### src/rtl/instr_encoder_loader_if.sv
// Field-triple input stream and program-memory port of the instruction encoder/loader.
interface instr_encoder_loader_if #(
    parameter int unsigned OPCODE_WIDTH = 6,
    parameter int unsigned ADDR_WIDTH   = 5,
    parameter int unsigned I_WIDTH      = 12
);
    logic                    in_valid;
    logic                    in_ready;
    logic [OPCODE_WIDTH-1:0] in_opcode;
    logic [2:0]              in_imm;
    logic signed [2:0]       in_offset;
    logic                    in_last;
    logic                    pm_we;
    logic [ADDR_WIDTH-1:0]   pm_addr;
    logic [I_WIDTH-1:0]      pm_wdata;
    logic                    pm_re;
    logic [I_WIDTH-1:0]      pm_rdata;

    // Host/boot source plus memory side.
    modport master (
        output in_valid, in_opcode, in_imm, in_offset, in_last, pm_rdata,
        input  in_ready, pm_we, pm_addr, pm_wdata, pm_re
    );

    // Loader side.
    modport slave (
        input  in_valid, in_opcode, in_imm, in_offset, in_last, pm_rdata,
        output in_ready, pm_we, pm_addr, pm_wdata, pm_re
    );
endinterface

### src/rtl/instr_encoder_loader.sv
// Packs {opcode, imm, offset} triples into instruction words and writes them to program memory
// from address 0. Optional readback verification is enabled with `define LOADER_READBACK_EN.
module instr_encoder_loader #(
    parameter int unsigned I_WIDTH      = 12,
    parameter int unsigned OPCODE_WIDTH = 6,
    parameter int unsigned ADDR_WIDTH   = 5
) (
    input  logic                  clk,
    input  logic                  reset,
    input  logic                  start,
    instr_encoder_loader_if.slave bus,
    output logic                  cpu_hold,
    output logic                  done,
    output logic [ADDR_WIDTH:0]   word_count,
    output logic                  overflow,
    output logic                  verify_err
);

    localparam logic [ADDR_WIDTH-1:0] LAST_ADDR = '1;
    localparam logic [ADDR_WIDTH-1:0] PTR_ONE   = ADDR_WIDTH'(1);
    localparam logic [ADDR_WIDTH:0]   CNT_ONE   = (ADDR_WIDTH + 1)'(1);

`ifdef LOADER_READBACK_EN
    typedef enum logic [2:0] {IDLE, LOAD, WRITE, READ, CHECK, DONE} state_t;
`else
    typedef enum logic [1:0] {IDLE, LOAD, DONE} state_t;
`endif

    state_t                state;
    logic [ADDR_WIDTH-1:0] ptr;
    logic [I_WIDTH-1:0]    word;
    logic                  accept;
    logic                  terminal;

    assign word     = {bus.in_opcode, bus.in_imm, bus.in_offset};
    assign accept   = bus.in_valid & bus.in_ready;
    // Capacity-terminated: the pointer stops at the last address instead of wrapping.
    assign terminal = bus.in_last | (ptr == LAST_ADDR);

    assign bus.in_ready = (state == LOAD);
    assign cpu_hold     = (state == LOAD) | bus.pm_we | bus.pm_re;

`ifdef LOADER_READBACK_EN
    logic cmp_pending;
    logic term_q;

    always_ff @(posedge clk or posedge reset) begin
        if (reset) begin
            state        <= IDLE;
            ptr          <= '0;
            bus.pm_we    <= 1'b0;
            bus.pm_re    <= 1'b0;
            bus.pm_addr  <= '0;
            bus.pm_wdata <= '0;
            done         <= 1'b0;
            word_count   <= '0;
            overflow     <= 1'b0;
            verify_err   <= 1'b0;
            cmp_pending  <= 1'b0;
            term_q       <= 1'b0;
        end else begin
            bus.pm_we <= 1'b0;
            bus.pm_re <= 1'b0;
            case (state)
                IDLE, DONE: begin
                    if (start) begin
                        state       <= LOAD;
                        ptr         <= '0;
                        word_count  <= '0;
                        overflow    <= 1'b0;
                        verify_err  <= 1'b0;
                        cmp_pending <= 1'b0;
                        done        <= 1'b0;
                    end
                end
                LOAD: begin
                    // Read data of the previous word is only valid in the first LOAD cycle.
                    if (cmp_pending) begin
                        cmp_pending <= 1'b0;
                        if (bus.pm_rdata != bus.pm_wdata) verify_err <= 1'b1;
                    end
                    if (accept) begin
                        state        <= WRITE;
                        bus.pm_we    <= 1'b1;
                        bus.pm_addr  <= ptr;
                        bus.pm_wdata <= word;
                        word_count   <= word_count + CNT_ONE;
                        term_q       <= terminal;
                        if (terminal) overflow <= ~bus.in_last;
                        else          ptr      <= ptr + PTR_ONE;
                    end
                end
                WRITE: begin
                    state     <= READ;
                    bus.pm_re <= 1'b1;
                end
                READ: begin
                    if (term_q) state <= CHECK;
                    else begin
                        state       <= LOAD;
                        cmp_pending <= 1'b1;
                    end
                end
                CHECK: begin
                    if (bus.pm_rdata != bus.pm_wdata) verify_err <= 1'b1;
                    state <= DONE;
                    done  <= 1'b1;
                end
                default: state <= IDLE;
            endcase
        end
    end
`else
    assign bus.pm_re = 1'b0;
    assign verify_err = 1'b0;

    always_ff @(posedge clk or posedge reset) begin
        if (reset) begin
            state        <= IDLE;
            ptr          <= '0;
            bus.pm_we    <= 1'b0;
            bus.pm_addr  <= '0;
            bus.pm_wdata <= '0;
            done         <= 1'b0;
            word_count   <= '0;
            overflow     <= 1'b0;
        end else begin
            bus.pm_we <= 1'b0;
            case (state)
                IDLE, DONE: begin
                    if (start) begin
                        state      <= LOAD;
                        ptr        <= '0;
                        word_count <= '0;
                        overflow   <= 1'b0;
                        done       <= 1'b0;
                    end
                end
                LOAD: begin
                    if (accept) begin
                        bus.pm_we    <= 1'b1;
                        bus.pm_addr  <= ptr;
                        bus.pm_wdata <= word;
                        word_count   <= word_count + CNT_ONE;
                        if (terminal) begin
                            state    <= DONE;
                            done     <= 1'b1;
                            overflow <= ~bus.in_last;
                        end else begin
                            ptr <= ptr + PTR_ONE;
                        end
                    end
                end
                default: state <= IDLE;
            endcase
        end
    end
`endif

endmodule
### src/flat_wrapper.sv
// flat-port wrapper written by rule: the top's interface ports become plain ports
module instr_encoder_loader_flat 
#(
    parameter int unsigned I_WIDTH      = 12,
    parameter int unsigned OPCODE_WIDTH = 6,
    parameter int unsigned ADDR_WIDTH   = 5
)
  (clk, reset, start, cpu_hold, done, word_count, overflow, verify_err, bus_in_valid, bus_in_opcode, bus_in_imm, bus_in_offset, bus_in_last, bus_pm_rdata, bus_in_ready, bus_pm_we, bus_pm_addr, bus_pm_wdata, bus_pm_re);
  instr_encoder_loader_if #(.OPCODE_WIDTH(OPCODE_WIDTH), .ADDR_WIDTH(ADDR_WIDTH), .I_WIDTH(I_WIDTH)) bus_i ();
  input  logic clk;
  input  logic reset;
  input  logic start;
  output logic cpu_hold;
  output logic done;
  output logic [ADDR_WIDTH:0] word_count;
  output logic overflow;
  output logic verify_err;
  input wire logic [$bits(bus_i.in_valid)-1:0] bus_in_valid;
  input wire logic [$bits(bus_i.in_opcode)-1:0] bus_in_opcode;
  input wire logic [$bits(bus_i.in_imm)-1:0] bus_in_imm;
  input wire logic [$bits(bus_i.in_offset)-1:0] bus_in_offset;
  input wire logic [$bits(bus_i.in_last)-1:0] bus_in_last;
  input wire logic [$bits(bus_i.pm_rdata)-1:0] bus_pm_rdata;
  output wire logic [$bits(bus_i.in_ready)-1:0] bus_in_ready;
  output wire logic [$bits(bus_i.pm_we)-1:0] bus_pm_we;
  output wire logic [$bits(bus_i.pm_addr)-1:0] bus_pm_addr;
  output wire logic [$bits(bus_i.pm_wdata)-1:0] bus_pm_wdata;
  output wire logic [$bits(bus_i.pm_re)-1:0] bus_pm_re;
  assign bus_i.in_valid = bus_in_valid;
  assign bus_i.in_opcode = bus_in_opcode;
  assign bus_i.in_imm = bus_in_imm;
  assign bus_i.in_offset = bus_in_offset;
  assign bus_i.in_last = bus_in_last;
  assign bus_i.pm_rdata = bus_pm_rdata;
  assign bus_in_ready = bus_i.in_ready;
  assign bus_pm_we = bus_i.pm_we;
  assign bus_pm_addr = bus_i.pm_addr;
  assign bus_pm_wdata = bus_i.pm_wdata;
  assign bus_pm_re = bus_i.pm_re;
  instr_encoder_loader #(.I_WIDTH(I_WIDTH), .OPCODE_WIDTH(OPCODE_WIDTH), .ADDR_WIDTH(ADDR_WIDTH)) u_core (.clk(clk), .reset(reset), .start(start), .bus(bus_i), .cpu_hold(cpu_hold), .done(done), .word_count(word_count), .overflow(overflow), .verify_err(verify_err));
endmodule
### config.mk
export PLATFORM = sky130hd
export DESIGN_NAME = instr_encoder_loader_flat
export DESIGN_NICKNAME = d
export VERILOG_FILES = /design/src/rtl/instr_encoder_loader_if.sv /design/src/rtl/instr_encoder_loader.sv /design/src/flat_wrapper.sv
export SDC_FILE = /design/constraint.sdc
export NUM_CORES = 1
export LEC_CHECK = 0
export CAP_MARGIN = 25
export CORE_UTILIZATION = 35
export DETAILED_ROUTE_END_ITERATION = 10
export PLACE_DENSITY = 0.74
export RECOVER_POWER = 25
export SYNTH_ARGS = -nofsm -noshare
export SYNTH_HDL_FRONTEND = slang
export SYNTH_SLANG_ARGS = --single-unit
### constraint.sdc
create_clock -name clk -period 2.3 [get_ports clk]
set_input_delay 0.23 -clock clk [delete_from_list [all_inputs] [get_ports clk]]
set_output_delay 0.23 -clock clk [all_outputs]
set_load 0.005 [all_outputs]
# Word-level counts from Yosys, hierarchy flattened
# Index checks and enable logic that the tools add are counted.
# Widths: inputs -> output; s select.
# word_totals
register_bits	33
input_bits	29
out_inout_bits	30
elab_cells	49
# classes
add_sub_neg	2
n_eq_ne	7
mux	20
n_bitwise	4
reduce_logical	8
# op_table
operator	count
$mux 5	3
$mux 6	2
$pmux 6 s2	1
$pmux 5 s2	1
$ne 2x2->1 const B	4
$reduce_and 4->1	2
$mux 1	7
$add 6x1->6 const B	1
$mux 2	3
$reduce_and 3->1	2
$add 5x1->5 const B	1
$eq 5x5->1 const B	1
$pmux 1 s2	2
$pmux 2 s2	1
$eq 2x1->1 const B	1
$eq 2x2->1 const B	1
$logic_not 2->1	1
$or 1x1->1	2
$reduce_and 2->1	1
$reduce_bool 2->1	1
$reduce_or 2->1	1
$and 1x1->1	1
$not 1->1	1

# Longest topological paths before layout
# depth
word_depth	5
depth_mapped	6
depth_no_buf	6

# Worst setup path before layout
# OpenSTA, ideal clock, no wires.
# synth_path
path_type	register -> register
start	register u_core.ptr[0]
end	register u_core.ptr[3]
setup_ns	0.129
arrival_ns	1.773
setup_slack_ns	0.397
stages_incl_launch_ff	7
synth_period_minus_slack_ns	1.903
cell_sequence	dfrtp_1 -> ha_1 -> and3_1 -> ha_1 -> or4b_1 -> o211ai_1 -> o31ai_1
# synth_between
elab_chain_cells	4
word_cells_on_any_way	8
classes_between	add/sub (1); eq/ne (2); mux (3); bitwise (1); reduce/logical (1)
# synth_rtl
item	line_no	rtl
start: declaration	instr_encoder_loader.sv:30	logic [ADDR_WIDTH-1:0] ptr;
start signal: assignment	instr_encoder_loader.sv:150	ptr <= ptr + PTR_ONE;
$add 5x1->5 / $eq 5x5->1 (equally long branches)	instr_encoder_loader.sv:150, instr_encoder_loader.sv:38	
$mux 5 / $or 1x1->1 (equally long branches)	instr_encoder_loader.sv:145, instr_encoder_loader.sv:38	
$mux 5 / $ne 2x2->1 (equally long branches)	n/a	
$pmux 5 s2 / $reduce_and 4->1 (equally long branches)	n/a	
# Several ways; a longest one is shown, not always the timed one. The select of a mux whose other input is x is not followed.
# A chain may end at the register's enable or synchronous reset.

# Worst setup path in the final report
# Same ends and word-level chain as after synthesis.

==> run metrics <==
vias in the first global route=1134; vias post-DR=1176; largest net degree at the start of global routing=34; leakage=0.000968 uW; n_diodes=0; DRC Markers=0; crit share post-route=0.869; hold buffer count at cts=0; grt met2 use=0.265; min cycle time layout=2.00 ns; Buffers on Ports=44; routing usage on met3=0.0608; startpoint types=flop; crit path max fanout=5; die extent in y=65.3 um; all-layer global routing usage=0.160; area occupied by registers=826 um^2; Critical Path, Cell by Cell=ha_1 > and3_1 > ha_1 > or4b_1 > o211ai_1 > o31ai_1; routed vias/inst=4.78; switching share of power=0.291; synth unique cells=31; RSZ-0062 raised after global routing=no; net switching power=632 uW; CP max stage delay=0.53 ns; initial antenna violation count=0; CTS tree=yes; Clock Power Share=0.251; Max Slew Vio Count=34; Initial Util=0.375; DR WL/cell=11.7 um; Max VDD drop=0.000555 V; Multi-input gate area=532 um^2; flop2flop setup slack=0.30 ns; Die ar.=4260 um^2; Seq cells post-synth=33; first-pass detailed-route iteration total=4; Tot Pwr=2170 uW; FP Rows=22; Hold WS=0.472 ns; logic gate share of total power=0.346; postcts setup bufs=0; area fraction of the dominant cell type after synthesis=0.589; Mapped Cells=147; drt initial violations=33; Max-slew headroom=-0.122; status=complete, but fails checks; Data required, critical path=2.46 ns; Most Crowded Layer GR=met2; GRT met1 Usage=0.191; Final Hold Vio Count=0; Clock Sinks=33; Cell Int Power=1540 uW; clk_lat worst skew=0.28 ns; Worst R2R End=u_core.ptr[3]; Routed WL=2.89 mm; Highest Clock Rate=500 MHz; WP buf/inv=0; Die X=65.3 um; CP arrival=2.15 ns; first-pass GRT wire length=5.11 mm; Worst Tran Pin Value=1.68 ns; grt total ovfl=0; hold depth=1; number of fill cells=358; CTS HTree Levels=2; Area contributors post-synth=dfrtp_1, nand2_1, ha_1; endpoint class of the critical path=flop; Final Setup Violations=0; share of cells above drive strength 1=0.0657; CTS clock-pin slew for the worst setup and hold paths=0.06 ns; gpl congestion=0.811; critical path class=flop to flop; CTS max path bufs=2; PD cells=1080 nW/um^2; final setup TNS=0 ns; Resized Gates After CTS=0; cell count of the worst reg-to-reg path=6; # IOs=59; CTS Buf Count=5; Hold Path End=u_core.word_count[5]; DPL Wire Length=2.05 mm; register area share after synthesis=0.589; Hold Path Class=flop to flop; failing checks=max-capacitance violations, max-slew violations; Synth Area per Inst=9.54 um^2; Crit path top cell by count=ha_1; synthesized area=1400 um^2; Flop pwr share=0.403; Crit path max-delay family=simple AND/OR/NAND/NOR gates; RR Startpoint=u_core.ptr[0]; Hold Path Origin=u_core.word_count[5]; Max Cap Viol=1; cell taking the most area after synthesis=dfrtp_1; Final Util=0.539; Clock Skews=0.00410 ns; Core Region=3740 um^2; nets=229; Crit. Startpoint=u_core.ptr[0]; antenna viol nets, final=0; Slowest cell on crit path=or4b_1; CTS Root Cell=clkbuf_8; Syn. warnings=0; area grow syn2layout=44.0%
cell families after synthesis:
family,count (synthesis),share of synthesized area
buffers and inverters,10,0.0348
DFF,33,0.589
AOI/OAI and AO/OA,16,0.0740
xor gates and xnor gates,1,0.00625
other,1,0.00267
and+or+nand+nor,81,0.252
muxes,2,0.0143
adders and majority gates,3,0.0268
metal layers:
layer,vias up,share of wire
li1,584,-
met1,552,0.46
met2,38,0.47
met3,2,0.062
met4,0,0.0049
met5,-,0
metrics by stage:
stage          cell area, um^2  worst slack [ns]  std cells
2_1_floorplan             1410             0.397        148
3_3_place_gp              1910             0.338        238
3_5_place_dp              1910             0.323        238
4_1_cts                   2020             0.308        246
5_1_grt                   2020            0.0757        246
6_report                  2020             0.302        246
cells in the final DEF, fill, tap and decap left out, drive strengths merged, types with 2 or more instances in the layout:
cell           instances
a21oi                  2
and3                   2
buf                    4
clkbuf                 8
clkdlybuf4s50         44
conb                   2
dfrtp                 33
ha                     3
inv                    3
mux2i                  2
nand2                 62
nand3                  3
nand4                  3
nor2                   2
o211ai                 2
o21ai                  6
o31ai                  2
synth_stat cells (all sizes together):
| cell type | n |
|---|---|
| ha | 3 |
| nand4 | 3 |
| inv | 3 |
| or4b | 1 |
| o21ai | 6 |
| nand3b | 1 |
| and2b | 1 |
| o311ai | 1 |
| nand2 | 62 |
| xor2 | 1 |
| or2 | 1 |
| o41ai | 1 |
| nor3 | 1 |
| a21oi | 2 |
| clkbuf | 2 |
| dfrtp | 33 |
| mux2i | 2 |
| nand2b | 1 |
| conb | 1 |
| nor2 | 2 |
| nor2b | 1 |
| and3 | 2 |
| or3 | 1 |
| o31ai | 2 |
| nand3 | 3 |
| nand4b | 1 |
| o32ai | 1 |
| buf | 5 |
| a22oi | 1 |
| o211ai | 2 |
power by group through the flow:
| stage | Clock (uW) | Sequential [uW] | Combinational (uW) |
|---|---|---|---|
| final | 546 | 877 | 752 |
| after global routing | 593 | 904 | 851 |
| after CTS | 567 | 878 | 768 |
| after detailed placement | 0 | 887 | 765 |
| after global placement | 0 | 882 | 752 |
| after floorplan | 0 | 886 | 308 |
registers in the layout (all words and copies together), names as in the netlist:
register,count
u_core.bus.pm_we,1
u_core.word_count,6
u_core.state,2
u_core.done,1
u_core.overflow,1
u_core.bus.pm_addr,5
u_core.bus.pm_wdata,12
u_core.ptr,5
layout make-up:
| class | instances | area share |
|---|---|---|
| flip-flops and latches | 33 | 0.409 |
| multi-input cells | 105 | 0.263 |
| repair buffers | 49 | 0.235 |
| clock buffers | 7 | 0.0428 |
| well taps | 48 | 0.0297 |
| clock inverters | 1 | 0.0149 |
| inverters | 3 | 0.00558 |
worst max-delay path by stage:
stage / endpoint / slack [ns] / depth (start not counted)
3_3_place_gp: u_core.ptr[3] / 0.34 / 6
5_1_grt: u_core.bus.pm_wdata[6] / 0.08 / 3
4_1_cts: u_core.ptr[3] / 0.31 / 6
6_report: u_core.ptr[3] / 0.30 / 6
2_1_floorplan: u_core.ptr[3] / 0.40 / 6
3_5_place_dp: u_core.ptr[3] / 0.32 / 6
(Power assumes the default switching activity.)
